==> config.mk <==
export PLATFORM = sky130hd
export DESIGN_NAME = uvmt_cv32e40x_exceptions_tracker
export DESIGN_NICKNAME = d
export VERILOG_FILES = /design/src/rtl/uvmt_cv32e40x_exceptions_tracker.sv
export SDC_FILE = /design/constraint.sdc
export NUM_CORES = 1
export LEC_CHECK = 0
export CELL_PAD_IN_SITES_DETAIL_PLACEMENT = 0
export CELL_PAD_IN_SITES_GLOBAL_PLACEMENT = 1
export CORE_MARGIN = 3
export CORE_UTILIZATION = 35
export CTS_CLUSTER_SIZE = 10
export DETAILED_ROUTE_END_ITERATION = 8
export GPL_TIMING_DRIVEN = 1
export PLACE_DENSITY_LB_ADDON = 0.12
export SETUP_SLACK_MARGIN = 0.02
export SLEW_MARGIN = 20
export SYNTH_ARGS = -nofsm -noshare
export SYNTH_HDL_FRONTEND = slang
export SYNTH_SLANG_ARGS = --single-unit
==> constraint.sdc <==
create_clock -name clk_i -period 5.14 [get_ports clk_i]
set_input_delay 1.028 -clock clk_i [delete_from_list [all_inputs] [get_ports clk_i]]
set_output_delay 1.028 -clock clk_i [all_outputs]
set_load 0.1 [all_outputs]
==> src/rtl/uvmt_cv32e40x_exceptions_tracker.sv <==
// Exceptions tracker: picks the winning synchronous exception at writeback,
// counts occurrences per cause and checks that the core traps with the
// matching mcause within MAX_LAT cycles.
module uvmt_cv32e40x_exceptions_tracker #(
    parameter int NUM_CAUSES = 8,
    parameter int CAUSE_W    = 6,
    parameter int CNT_W      = 16,
    parameter int MAX_LAT    = 8,
    localparam int IDX_W     = (NUM_CAUSES > 1) ? $clog2(NUM_CAUSES) : 1,
    localparam int TMR_W     = $clog2(MAX_LAT + 1)
) (
    input  logic                          clk_i,
    input  logic                          rst_i,
    input  logic                          wb_valid_i,
    input  logic [NUM_CAUSES-1:0]         cause_vec_i,
    input  logic [NUM_CAUSES*CAUSE_W-1:0] cause_code_i,
    input  logic                          trap_taken_i,
    input  logic [CAUSE_W-1:0]            trap_cause_i,
    input  logic                          clr_cnt_i,
    output logic                          exc_valid_o,
    output logic [IDX_W-1:0]              exc_idx_o,
    output logic [CAUSE_W-1:0]            exc_code_o,
    output logic                          pending_o,
    output logic                          err_timeout_o,
    output logic                          err_cause_o,
    output logic                          err_spurious_o,
    output logic                          err_overlap_o,
    output logic [NUM_CAUSES*CNT_W-1:0]   cnt_o,
    output logic [CNT_W-1:0]              total_o
);

    typedef enum logic {IDLE, WAIT} state_t;

    state_t                             state_q, state_d;
    logic [TMR_W-1:0]                   timer_q, timer_d;
    logic [IDX_W-1:0]                   idx_q, idx_d;
    logic [CAUSE_W-1:0]                 code_q, code_d;
    logic                               exc_valid_q, exc_valid_d;
    logic                               err_timeout_q, err_timeout_d;
    logic                               err_cause_q, err_cause_d;
    logic                               err_spurious_q, err_spurious_d;
    logic                               err_overlap_q, err_overlap_d;
    logic [NUM_CAUSES-1:0][CNT_W-1:0]   cnt_q, cnt_d;
    logic [CNT_W-1:0]                   total_q, total_d;

    logic                               detect;
    logic [IDX_W-1:0]                   win_idx;
    logic [CAUSE_W-1:0]                 win_code;

    assign detect = wb_valid_i && (|cause_vec_i);

    // Fixed priority: scan downward so the lowest set index wins.
    always_comb begin
        win_idx  = '0;
        win_code = '0;
        for (int i = NUM_CAUSES - 1; i >= 0; i--) begin
            if (cause_vec_i[i]) begin
                win_idx  = IDX_W'(i);
                win_code = cause_code_i[i*CAUSE_W +: CAUSE_W];
            end
        end
    end

    // Expectation FSM, latency timer and error pulses.
    always_comb begin
        state_d        = state_q;
        timer_d        = timer_q;
        idx_d          = idx_q;
        code_d         = code_q;
        exc_valid_d    = 1'b0;
        err_timeout_d  = 1'b0;
        err_cause_d    = 1'b0;
        err_spurious_d = 1'b0;
        err_overlap_d  = 1'b0;
        case (state_q)
            IDLE: begin
                if (detect) begin
                    exc_valid_d = 1'b1;
                    idx_d       = win_idx;
                    code_d      = win_code;
                    if (trap_taken_i) begin
                        err_cause_d = (trap_cause_i != win_code);
                    end else begin
                        state_d = WAIT;
                        timer_d = TMR_W'(1);
                    end
                end else if (trap_taken_i) begin
                    err_spurious_d = 1'b1;
                end
            end
            WAIT: begin
                if (trap_taken_i) begin
                    err_cause_d = (trap_cause_i != code_q);
                    if (detect) begin
                        // Back-to-back: the new exception becomes the expectation.
                        exc_valid_d = 1'b1;
                        idx_d       = win_idx;
                        code_d      = win_code;
                        timer_d     = TMR_W'(1);
                    end else begin
                        state_d = IDLE;
                        timer_d = '0;
                    end
                end else begin
                    // Overlapping detection is counted but does not replace the expectation.
                    err_overlap_d = detect;
                    if (timer_q == TMR_W'(MAX_LAT)) begin
                        err_timeout_d = 1'b1;
                        state_d       = IDLE;
                        timer_d       = '0;
                    end else begin
                        timer_d = timer_q + TMR_W'(1);
                    end
                end
            end
            default: begin
                state_d = IDLE;
                timer_d = '0;
            end
        endcase
    end

    // Saturating per-cause and total counters; clear beats increment.
    always_comb begin
        cnt_d   = cnt_q;
        total_d = total_q;
        if (clr_cnt_i) begin
            cnt_d   = '0;
            total_d = '0;
        end else if (detect) begin
            if (cnt_q[win_idx] != {CNT_W{1'b1}}) cnt_d[win_idx] = cnt_q[win_idx] + CNT_W'(1);
            if (total_q != {CNT_W{1'b1}})        total_d        = total_q + CNT_W'(1);
        end
    end

    // State and output registers with synchronous reset.
    always_ff @(posedge clk_i) begin
        if (rst_i) begin
            state_q        <= IDLE;
            timer_q        <= '0;
            idx_q          <= '0;
            code_q         <= '0;
            exc_valid_q    <= 1'b0;
            err_timeout_q  <= 1'b0;
            err_cause_q    <= 1'b0;
            err_spurious_q <= 1'b0;
            err_overlap_q  <= 1'b0;
            cnt_q          <= '0;
            total_q        <= '0;
        end else begin
            state_q        <= state_d;
            timer_q        <= timer_d;
            idx_q          <= idx_d;
            code_q         <= code_d;
            exc_valid_q    <= exc_valid_d;
            err_timeout_q  <= err_timeout_d;
            err_cause_q    <= err_cause_d;
            err_spurious_q <= err_spurious_d;
            err_overlap_q  <= err_overlap_d;
            cnt_q          <= cnt_d;
            total_q        <= total_d;
        end
    end

    assign exc_valid_o    = exc_valid_q;
    assign exc_idx_o      = idx_q;
    assign exc_code_o     = code_q;
    assign pending_o      = (state_q == WAIT);
    assign err_timeout_o  = err_timeout_q;
    assign err_cause_o    = err_cause_q;
    assign err_spurious_o = err_spurious_q;
    assign err_overlap_o  = err_overlap_q;
    assign cnt_o          = cnt_q;
    assign total_o        = total_q;

endmodule
* Word-level counts from Yosys, hierarchy flattened
Cells that the tools add are included.
Storage, ports and cells: bits in latches 0, flip-flop bits (word level) 163, memory bits (writable) 0, memories 0, ROM bits 0
Cells by class: order comparisons 2, eq/ne operators 8, multiply operators 0, add/sub/neg operators 3, shifts and indexed selects 0, mux-type cells 47, bitwise logic cells 1, divide/modulo/power cells 0, reduce and logical (&&, ||, !) cells 9
Operators by type and width (number):
- $bwmux 128 | 1
- $mux 6 | 10
- $bmux 16 s3 | 1
- $demux 16 s3 | 1
- $add 16x1->16 const B | 2
- $mux 16 | 2
- $ne 16x16->1 const B | 2
- $mux 3 | 10
- $mux 4 | 4
- $mux 1 | 12
- $ne 6x6->1 | 2
- $pmux 6 s2 | 1
- $pmux 4 s2 | 1
- $reduce_or 8->1 | 1
- $ne 2x2->1 const B | 3
- $pmux 1 s2 | 3
- $pmux 3 s2 | 1
- $reduce_and 2->1 | 3
- $reduce_or 3->1 | 2
- $add 4x1->4 const B | 1
- $eq 4x4->1 const B | 1
- $lt 3x4->1 const B | 1
- $ge 3x1->1 const B | 1
- $logic_and 1x1->1 | 2
- 2 further kinds | 2

* Depth between registers and ports, before layout
word-level depth 13, mapped depth 20, gate-level depth less buffers 13

* Worst setup path after synthesis
No wires, ideal clock.
kind input to register, start point input cause_vec_i[0], end point register cnt_q, in the netlist cnt_o[40], setup slack 0.505 ns, cell stages on the path 18, required time 5.054 ns, arrival time 4.549 ns, path through buf_2 or4_1 buf_4 or3_1 buf_4 buf_6 o221a_1 buf_2 inv_1 ha_1 and2_1 nand4_1 nor4_4 buf_6 nor2_1 buf_4 buf_6 a211oi_1
Between the ends: cells in the longest elaborated chain, start to end 6, elaborated cells on any way between the ends 14, those cells by class add/sub (1); order compare (2); eq/ne (1); mux (6); reduce/logical (4)
RTL lines:
- start, declared | RTL line 15 | input logic [NUM_CAUSES-1:0] cause_vec_i,
- parallel branches: the longest is 6 deep, another holds $add 16x1->16
- end signal, assigned | RTL line 160 | cnt_q <= cnt_d;
- end, declared | RTL line 43 | logic [NUM_CAUSES-1:0][CNT_W-1:0] cnt_q, cnt_d;
Parallel ways; which one is timed is not known. The select of a mux whose other input is x is not followed. A chain may end at the register's enable or synchronous reset.

* Worst setup path in the final report
start point input cause_vec_i[3], end point register cnt_q, in the netlist cnt_o[9]
Between the ends: cells in the longest elaborated chain, start to end 9, elaborated cells on any way between the ends 17, those cells by class add/sub (1); order compare (2); eq/ne (1); mux (9); reduce/logical (4)
RTL lines:
- parallel branches: the longest is 9 deep, another holds $add 16x1->16
Parallel ways; which one is timed is not known. The select of a mux whose other input is x is not followed.

==> impl_metrics.tcl <==
set metrics [dict create \
    final_setup_viols 0 \
    cts.sink_count 163 \
    htree_levels 4 \
    outcome "completed" \
    portion_of_synthesized_cell_area_occupied_by_the_leading_cell_type_pct 40.83 \
    antenna_cells 0 \
    startpoint_of_the_worst_slack_reg_to_reg_timing_path "cnt_o[48]$_SDFFE_PP0P_" \
    grt_antenna_before_repair 0 \
    areaGrowthSynthToFinish_pct 44.71 \
    fin_worst_skew_ns 0.01429 \
    ys.warnings.count 0 \
    leakage_dissipation_nw 4.116 \
    die_h_um 157.1 \
    critPathBufInv 4 \
    timing.final.crit_period_ns 4.714 \
    clock_insertion_delay_worst_skew_ns 0.43 \
    synthDominantAreaCellType "dfxtp_1" \
    clock_tree_from_tritoncts "built" \
    dp_cells 1460 \
    post-route-drc-count 0 \
    cts.root.buffer_cell "clkbuf_16" \
    row_count 54 \
    drive_gt1_share_pct 12.13 \
    cp_max_fo 27 \
    final_max_slew_viol_count 0 \
    async_reset_ff_share_pct 0 \
    io_pins 226 \
    total_power_mw 3.171 \
    drtPass1Iterations 5 \
    path_class "input port to register" \
    hp-start "exc_idx_o[1]$_SDFFE_PP0P_" \
    weighted_congestion_at_the_end_of_routability_driven_global_placement 0.8972 \
    tritoncts.num_buffers 17 \
    drtAntennaViolNets 0 \
    worst_setup_path_start_kind "input port" \
    hold-path-endpoint "exc_idx_o[1]$_SDFFE_PP0P_" \
    cts.repair.resized 0 \
    cts_hold_buffers 0 \
    average_vias_per_placed_instance 5.584 \
    fp.dieW_um 157.1 \
    synth-seq-area-share_pct 40.83 \
    grt_pass1_vias 7990 \
    fmax_ghz 0.2121 \
    syn_inst 941 \
    netlist_area_mm2 0.007993 \
    dr.first_iter.drc_count 779 \
    initial_core_util_pct 36.07 \
    grt_pass1_wl_um 48640 \
    avgSynthCellArea_um2 8.494 \
    critical_path_arrival_ns 4.97 \
    detailed_place.area_mm2 0.01096 \
    mostFrequentLayoutCell "clkdlybuf4s50_1" \
    die_area_mm2 0.02469 \
    power.share.combinational_pct 18.0 \
    drv.max_cap_violation_count 0 \
    total_switching_power_uw 955.8 \
    worstSetupEndpointType "register" \
    syn_nets 1012 \
    finished_layout_cells 1492 \
    grtUsageTotal_pct 25.78 \
    cell_internal_pwr_mw 2.215 \
    placement.setup.worst_slack_ns -0.02162 \
    crit_family "simple AND/OR/NAND/NOR gates" \
    worst-endpoint-required_ns 5.40 \
    postLayoutCellArea_mm2 0.01157 \
    drt-total-wl_um 32570 \
    net_sw_share_pct 30.14 \
    crit_path_top_delay_cell "nor2_2" \
    grt_start_max_net_pins 52 \
    final.setup.worst_slack_ns 0.4260 \
    synth_flop_cell "dfxtp_1" \
    place_hpwl_um 24190 \
    coreArea_mm2 0.02216 \
    critical_path.max_stage_delay_ns 0.84 \
    final_cell_mix "225 x clkdlybuf4s50_1, 163 x dfxtp_1, 129 x nor2_1" \
    rsz0062_at_grt "false" \
    timing.hold.worst.class "register to register" \
    rr_worst_depth 14 \
    final_hold_viol_count 0 \
    design.final.nets 1271 \
    netlist-cell-type-count 72 \
    routedWlPerCell_um 21.83 \
    vdd_ir_drop_max_mv 0.1682 \
    layout_worst_path_cycle_share_pct 91.71 \
    post_cts.repair.setup_buffers 0 \
    dr_total_vias 8332 \
    critical_path.cell_chain "clkdlybuf4s50_1 -> or4_1 -> buf_4 -> or4_1 -> a311oi_1 -> or4_4 -> a2111o_1 -> or3b_1 -> nor4_4 -> buf_12 -> nor2_2 -> buf_4 -> a21oi_1" \
    portBuffers 225 \
    max_slew.worst_pin.slew_ns 1.102 \
    number_of_enable_flip_flop_cells_after_synthesis 0 \
    path_clk_slew_ns 0.07 \
    crit-reg2reg-capture "cnt_o[9]$_SDFFE_PP0P_" \
    buffers_from_clock_root_to_sink_at_most 2 \
    power_density_mw_per_mm2 274.2 \
    setup-tns-final_ns 0 \
    synth-seq-cells 163 \
    num-fill-cells 2160 \
    seqPwrFrac_pct 41.0 \
    worst_hold_path.num_cells 2 \
    timing.reg2reg.setup_slack_ns 1.64 \
    relSlewSlack_pct 26.02 \
    clockPowerShare_pct 41.0 \
    grt.overflow.total 0 \
    post_synth_main_area_contributors "dfxtp_1 41%, a211oi_1 7.2%, nor2_1 6.2%" \
]
[power by group through the flow]
stage	clock, mW	sequential (mW)	combinational (mW)
after CTS	1.32	1.30	0.567
after floorplan	0	1.45	0.215
after global routing	1.36	1.30	0.604
after detailed placement	0	1.33	0.564
after global placement	0	1.33	0.565
final	1.30	1.30	0.571
[through the flow]
stage	hold slack (ns)	util [%]
after floorplan	0.4656	-
after global placement	0.4468	49.42
after detailed placement	0.4526	49.47
after CTS	0.4619	52.12
after global routing	0.4907	52.19
final	0.4621	52.19
[tightest hold or removal path, stage by stage (launching register included)]
cell	delay (ns)
dfxtp_1	0.31
nand2_1	0.06
a21oi_1	0.05
[synthesized netlist by cell type (9+ instances only)]
library cell / instances
dfxtp_1: 163
nor2_1: 132
a21oi_1: 81
a211oi_1: 77
o21ai_0: 72
nand2_1: 38
clkbuf_1: 37
mux2i_1: 30
nor3_1: 24
xor2_1: 21
nand3_1: 19
buf_2: 17
and3_1: 16
nand2b_1: 16
xnor2_1: 16
o221ai_1: 14
o22ai_1: 14
nor2b_1: 13
inv_1: 11
buf_6: 10
nor4_1: 10
a22oi_1: 9
[cell families after synthesis]
logic type                 count (synthesis)  synth area share [%]
and+or+nand+nor                          313                 19.96
xor gates and xnor gates                  37                 4.054
buffers and inverters                     84                 5.432
muxes                                     33                 4.180
AOI/OAI and AO/OA                        307                 24.92
adders and majority gates                  4                0.6262
DFF                                      163                 40.83
[sequential cells by signal, summed over array words and instances (netlist names)]
register	flops
cnt_o	128
err_cause_o	1
pending_o	1
timer_q	4
err_spurious_o	1
err_timeout_o	1
exc_code_o	6
exc_valid_o	1
err_overlap_o	1
exc_idx_o	3
total_o	16
[worst max-delay path by stage]
stage / startpoint / endpoint / slack, ns / cells past startpoint
floorplan: cause_vec_i[0] / cnt_o[40]$_SDFFE_PP0P_ / 0.50 / 18
global placement: cause_vec_i[3] / cnt_o[117]$_SDFFE_PP0P_ / -0.07 / 13
detailed placement: cause_vec_i[3] / cnt_o[9]$_SDFFE_PP0P_ / -0.02 / 13
CTS: cause_vec_i[3] / cnt_o[9]$_SDFFE_PP0P_ / 0.43 / 13
global route: cause_vec_i[3] / cnt_o[9]$_SDFFE_PP0P_ / 0.21 / 13
finish: cause_vec_i[3] / cnt_o[9]$_SDFFE_PP0P_ / 0.43 / 13
[area by class of cell]
cell class | count | area [µm²] | area share, %
clock buffers | 18 | 439.2 | 3.797
clock inverters | 13 | 147.6 | 1.277
inverters | 11 | 41.29 | 0.3570
multi-input cells | 694 | 4342 | 37.54
flip-flops and latches | 163 | 3263 | 28.21
well taps | 280 | 350.3 | 3.029
repair buffers | 313 | 2983 | 25.79
[per-layer routing]
layer	share of wire (%)	track usage, %	up-vias	wire, µm
li1	-	-	3960	-
met1	45	35.20	3960	14670
met2	45	40.60	374	14560
met3	8.2	6.186	38	2685
met4	2.0	7.727	0	655
met5	0	0	-	0
No activity file was read; power rests on OpenSTA's default activity.
